$ cat src/rtl/arb2_pkg.sv
// arb2_pkg: shared types and constants for the two-channel select arbiter.
// Holds the arbiter state encoding, the channel codes (which double as the
// downstream mux select values) and the default grant hold limit.
package arb2_pkg;

  typedef enum logic [1:0] {
    IDLE = 2'd0,
    GNT1 = 2'd1,
    GNT2 = 2'd2
  } arb_state_e;

  // Channel codes match the s output: 1 selects the x1 path, 0 the x2 path.
  localparam logic CH1 = 1'b1;
  localparam logic CH2 = 1'b0;

  // Default maximum number of cycles a grant may be held before forced release.
  localparam int TIMEOUT_CYCLES_DEF = 15;

endpackage

$ cat src/rtl/arb2_hold_cnt.sv
// arb2_hold_cnt: 8-bit grant hold counter for the arbiter timeout.
// Clears on clr, counts up while en is high, and flags terminal count when
// the grant has been held for TIMEOUT_CYCLES cycles (count == TIMEOUT_CYCLES-1).
module arb2_hold_cnt #(
  parameter int TIMEOUT_CYCLES = 15
) (
  input  logic clk,
  input  logic rst_n,
  input  logic clr,
  input  logic en,
  output logic tc
);

  logic [7:0] cnt_q;
  logic [7:0] cnt_d;

  // Next count: clear wins over enable so a fresh grant always starts at zero.
  always_comb begin
    cnt_d = cnt_q;
    if (clr) begin
      cnt_d = 8'd0;
    end else if (en) begin
      cnt_d = cnt_q + 8'd1;
    end
  end

  // Count register with synchronous active-low reset.
  always_ff @(posedge clk) begin
    if (!rst_n) begin
      cnt_q <= 8'd0;
    end else begin
      cnt_q <= cnt_d;
    end
  end

  assign tc = (cnt_q == 8'(TIMEOUT_CYCLES - 1));

endmodule

$ cat src/rtl/arb2_sel.sv
// arb2_sel: two-channel arbiter driving the select of a downstream 2:1 mux.
// Every output comes straight from a flop. The select only moves when a new
// grant is issued and holds its value through IDLE so the mux never glitches.
// Optional feature: define ARB2_SEL_TIMEOUT_EN to force release of a grant
// held for TIMEOUT_CYCLES cycles, signalled by a one-cycle tmo pulse.
module arb2_sel
  import arb2_pkg::*;
#(
  parameter int TIMEOUT_CYCLES = TIMEOUT_CYCLES_DEF
) (
  input  logic clk,
  input  logic rst_n,
  input  logic req1,
  input  logic req2,
  input  logic done,
  output logic s,
  output logic gnt1,
  output logic gnt2,
  output logic busy,
  output logic tmo
);

  // The hold counter is 8 bits wide, so the limit must fit in 1..255.
  if (TIMEOUT_CYCLES < 1 || TIMEOUT_CYCLES > 255) begin : g_bad_timeout
    $error("arb2_sel: TIMEOUT_CYCLES must be in 1..255");
  end

  arb_state_e state_q;
  arb_state_e state_d;
  logic       s_q;
  logic       s_d;
  logic       last_q;
  logic       last_d;
  logic       gnt1_q;
  logic       gnt1_d;
  logic       gnt2_q;
  logic       gnt2_d;
  logic       busy_q;
  logic       busy_d;

`ifdef ARB2_SEL_TIMEOUT_EN
  logic hold_expire;
  logic force_rel;
  logic tmo_q;
  logic tmo_d;

  // Counter clears at every IDLE edge, so it reads zero on the first grant cycle.
  arb2_hold_cnt #(
    .TIMEOUT_CYCLES(TIMEOUT_CYCLES)
  ) u_hold_cnt (
    .clk   (clk),
    .rst_n (rst_n),
    .clr   (state_q == IDLE),
    .en    (state_q != IDLE),
    .tc    (hold_expire)
  );
`endif

  // Next-state logic: arbitrate in IDLE, wait for release in a grant state.
  always_comb begin
    state_d = state_q;
    s_d     = s_q;
    last_d  = last_q;
`ifdef ARB2_SEL_TIMEOUT_EN
    force_rel = 1'b0;
`endif
    unique case (state_q)
      IDLE: begin
        if (req1 && (!req2 || last_q == CH2)) begin
          state_d = GNT1;
          s_d     = CH1;
          last_d  = CH1;
        end else if (req2) begin
          state_d = GNT2;
          s_d     = CH2;
          last_d  = CH2;
        end
      end
      GNT1, GNT2: begin
        if (done) begin
          state_d = IDLE;
`ifdef ARB2_SEL_TIMEOUT_EN
        end else if (hold_expire) begin
          state_d   = IDLE;
          force_rel = 1'b1;
`endif
        end
      end
      default: begin
        state_d = IDLE;
      end
    endcase
  end

  // Output decode from the next state so the grant flags are registered.
  always_comb begin
    gnt1_d = (state_d == GNT1);
    gnt2_d = (state_d == GNT2);
    busy_d = gnt1_d | gnt2_d;
`ifdef ARB2_SEL_TIMEOUT_EN
    tmo_d  = force_rel;
`endif
  end

  // State and output registers; reset drops any grant at the same edge.
  always_ff @(posedge clk) begin
    if (!rst_n) begin
      state_q <= IDLE;
      s_q     <= CH2;
      last_q  <= CH2;
      gnt1_q  <= 1'b0;
      gnt2_q  <= 1'b0;
      busy_q  <= 1'b0;
    end else begin
      state_q <= state_d;
      s_q     <= s_d;
      last_q  <= last_d;
      gnt1_q  <= gnt1_d;
      gnt2_q  <= gnt2_d;
      busy_q  <= busy_d;
    end
  end

`ifdef ARB2_SEL_TIMEOUT_EN
  // Forced-release pulse register.
  always_ff @(posedge clk) begin
    if (!rst_n) begin
      tmo_q <= 1'b0;
    end else begin
      tmo_q <= tmo_d;
    end
  end

  assign tmo = tmo_q;
`else
  assign tmo = 1'b0;
`endif

  assign s    = s_q;
  assign gnt1 = gnt1_q;
  assign gnt2 = gnt2_q;
  assign busy = busy_q;

endmodule

$ cat config.mk
export PLATFORM = sky130hd
export DESIGN_NAME = arb2_sel
export DESIGN_NICKNAME = d
export VERILOG_FILES = /design/src/rtl/arb2_pkg.sv /design/src/rtl/arb2_hold_cnt.sv /design/src/rtl/arb2_sel.sv
export SDC_FILE = /design/constraint.sdc
export NUM_CORES = 1
export LEC_CHECK = 0
export BUFFER_PORTS_ARGS = -buffer_cell sky130_fd_sc_hd__buf_4
export CORE_AREA = 2 2 39 41
export DETAILED_ROUTE_END_ITERATION = 12
export DIE_AREA = 0 0 41 43
export PLACE_DENSITY = 0.42
export SYNTH_ARGS = -nofsm -noshare
export SYNTH_HDL_FRONTEND = slang
export SYNTH_HIERARCHICAL = 1
export SYNTH_SLANG_ARGS = --single-unit
$ cat constraint.sdc
create_clock -name clk -period 2.3 [get_ports clk]
set_clock_uncertainty 0.1 [all_clocks]
set_input_delay 0.115 -clock clk [delete_from_list [all_inputs] [get_ports clk]]
set_output_delay 0.115 -clock clk [all_outputs]
set_load 0.01 [all_outputs]
==> flow_results.org <==
** CTS
- Clock Root Buffer :: clkbuf_4
- PostCTS Resize Cnt :: 0
- Clock-pin slew was measured on the worst setup and hold paths at 50 ps.
- In this run the deepest clock path goes through 2 buffers.
- Clock latency on the worst-skew pair, taken at its later pin, is 240 ps.
- Number of sinks driven by the clock tree :: 6
- Buffers inserted during clock tree synthesis total 3.
- In this run the number of H-tree levels came out at 1.
- Clock tree from TritonCTS :: yes

** Cells and area
- Post-Layout Cell Count :: 64
- Growth of design area from synthesis to finish :: 35.7%
- The repair_antennas step left the layout with diodes totalling 0.
- Net count of the finished layout :: 59
- Fraction of final layout cells sized beyond drive strength 1 :: 27.1%

** Placed design
- Including well taps, the total number of placed cells is 59.
- Routability cong. :: 0.777
- Count of port buffers added during placement :: 8

** Floorplanning
- From bottom edge to top edge, the die measures 43 microns.
- For this configuration, the core starts out at a cell density of 23.3%.
- Die width :: 41 microns
- Io pins :: 10
- The core region is 0.00138 sq mm.
- Site Rows :: 14
- The floorplan step defined a die boundary enclosing 0.00176 sq mm.

** Power and ir drop
- Part of the total power dissipated in the clock network :: 31.7%
- Switching power of the nets :: 0.0816 mW
- IR analysis of the VDD net gives a maximum drop of 333 uV.
- In this run the static leakage power is 0.211 nW.
- Net switching is 27.2% of the power.
- Share of power burned in combinational logic :: 26.6%
- Internal power comes to 0.218 mW.
- Sequential cell fraction of total power :: 41.7%
- Dividing total power by cell area gives a power density of 684 mW/mm^2.

** Global route
- The first global-routing pass estimated 862 microns of wire.
- The number of antenna violations at the first check in global routing came to 0.
- Global routing finished with a remaining overflow of 0.
- Entering global routing, the biggest net connects 7 pins.
- The number of global-route vias before repair was 222.
- Across every metal layer, demand over resource in global routing totals 7.65%.

** Critical path
- STA classifies the critical path startpoint as a flip-flop.
- Critical Path AT :: 1770 ps
- Kind of capture point of the worst setup path :: flip-flop
- The worst register-to-register path has a setup slack of 560 ps.
- Highest fanout seen on the critical path :: 3
- Worst reg2reg path startpoint :: state_q[0]$_SDFF_PN0_
- R2r worst-path depth :: 7
- R2r endpoint :: gnt2$_SDFF_PN0_
- The critical path is of the reg -> reg type.
- Required time at the endpoint of the critical path :: 2330 ps

** Route
- Wires add up to 555 microns.
- Iteration count of the initial detailed-routing pass :: 4
- DR iter-0 viols :: 4
- Using the TritonRoute via totals, the vias-per-cell ratio works out to 4.16.
- Once detail routing completed, the nets flagged for antenna violations numbered 0.
- Post-detailed-route wirelength per cell :: 8.67 microns
- DRC violations left :: 0
- Via count :: 266

** Outcome
- Run status :: finished, final reports clean

** Logic synthesis
- Number of flops mapped to enable cells by yosys :: 0
- dfxtp_1 takes more of the synthesized area than any other cell.
- YS warnings :: 6
- Proportion of synthesized chip area in sequential cells :: 37.2%
- Mapped Area :: 323 sq um
- Nets in the synthesized netlist :: 45
- Ys flop type :: dfxtp_1
- In the synthesized netlist the async set-or-reset flop fraction comes to 0%.
- After synthesis, the mean cell area works out to 8.97 sq um.
- Count of cell types in the netlist :: 17
- dfxtp_1 is the most common cell in the netlist.
- Yosys attributes the largest share of cell area to dfxtp_1 37%, ha_1 16%, a21oi_1 7.8%.
- Synthesis produced 36 cells.
- Most frequent cells after synthesis :: 6 x dfxtp_1, 5 x a21oi_1, 4 x ha_1, 4 x inv_1
- Number of synthesized register bits :: 6
- The synthesized design devotes to its leading area cell type 37.2% of total area.

** Min path
- Worst Hold End :: last_q$_SDFFE_PN0P_
- Startpoint of the tightest hold check path :: req1
- Worst hold path class :: in -> reg
- Along the worst hold path, the cell count comes to 3.

** Timing
- In the final timing run, aggregate negative setup slack is 0 ps.
- Max-slew violation total from the final report :: 0
- The smallest clock period supported by the final layout is computed as 1740 ps.
- Number of endpoints with negative hold slack in the final report :: 0
- Final Setup Violations :: 0
- Max Freq :: 0.575 GHz
- Setup repair after global routing left no endpoint under its margin.
- Final cycle utilization of the critical path :: 75.7%

** Run
- Maximum capacitance violations :: 0
==> cell families after synthesis <==
logic type / synth area share (%)
AOI/OAI and AO/OA: 22.9
adders and majority gates: 15.5
buffers and inverters: 6.98
DFF: 37.2
other: 1.16
and+or+nand+nor: 16.3
==> critical path: stages (launching register included) <==
cell,delay (ps)
dfxtp_1,360
inv_1,60
ha_1,260
nor2b_1,220
o21ai_2,110
a21o_1,180
ha_1,190
and2_1,150
==> area by class of cell <==
cell class | instances | area [sq um]
clock buffer | 3 | 22.5
fill | 152 | 946
multi-input combinational | 25 | 180
timing repair buffer | 10 | 80.1
tap | 16 | 20.0
inverter | 4 | 15.0
sequential | 6 | 120
==> timing repair <==
item | in CTS | in global routing
hold endpoints to repair | 1 | 1
setup endpoints to repair | 0 | 0
hold buffers | 1 | 1
buffers inserted | 0 | 0
==> worst max-delay path by stage <==
stage | cells past startpoint | end | start
2_1_floorplan | 7 | gnt2$_SDFF_PN0_ | state_q[0]$_SDFF_PN0_
6_report | 7 | gnt2$_SDFF_PN0_ | state_q[0]$_SDFF_PN0_
3_3_place_gp | 7 | busy$_SDFF_PN0_ | state_q[0]$_SDFF_PN0_
4_1_cts | 7 | busy$_SDFF_PN0_ | state_q[0]$_SDFF_PN0_
3_5_place_dp | 7 | busy$_SDFF_PN0_ | state_q[0]$_SDFF_PN0_
5_1_grt | 7 | busy$_SDFF_PN0_ | state_q[0]$_SDFF_PN0_
==> state kept, by name (all words and copies together), names as in the netlist <==
name	count
gnt2	1
state_q	2
last_q	1
gnt1	1
busy	1
==> metrics by stage <==
step	setup WS, ps	utilization [%]	power, mW	instance area (sq um)	hold slack (ps)
after global placement	541	28.6	0.204	395	242
final	560	31.6	0.300	438	129
after global routing	421	31.6	0.325	438	130
after CTS	532	30.9	0.304	428	3.23
after floorplan	647	-	0.176	323	128
after detailed placement	542	28.6	0.204	395	243
==> power by group through the flow <==
stage                     registers (mW)  logic (mW)  clock network [mW]
final                              0.125      0.0798              0.0949
after global routing               0.126      0.0888               0.110
after CTS                          0.125      0.0791               0.100
after detailed placement           0.127      0.0775                   0
after global placement             0.127      0.0774                   0
after floorplan                    0.131      0.0455                   0
==> layout by cell type (no fill, tap or decap), drive strengths merged, types with 2 or more instances in the layout <==
master       instances
buf                  8
dfxtp                6
a21oi                5
inv                  4
ha                   4
clkbuf               3
and2b                2
o21ai                2
a21o                 2
and2                 2
dlygate4sd3          2
==> metal layers <==
metal / routed length [microns] / GRT usage [%] / vias up
li1: - / - / 144
met1: 256 / 8.77 / 116
met2: 260 / 10.6 / 6
met3: 37 / 7.85 / 0
met4: 0 / 0 / 0
met5: 0 / 0 / -
No activity file was read; power rests on OpenSTA's default activity.
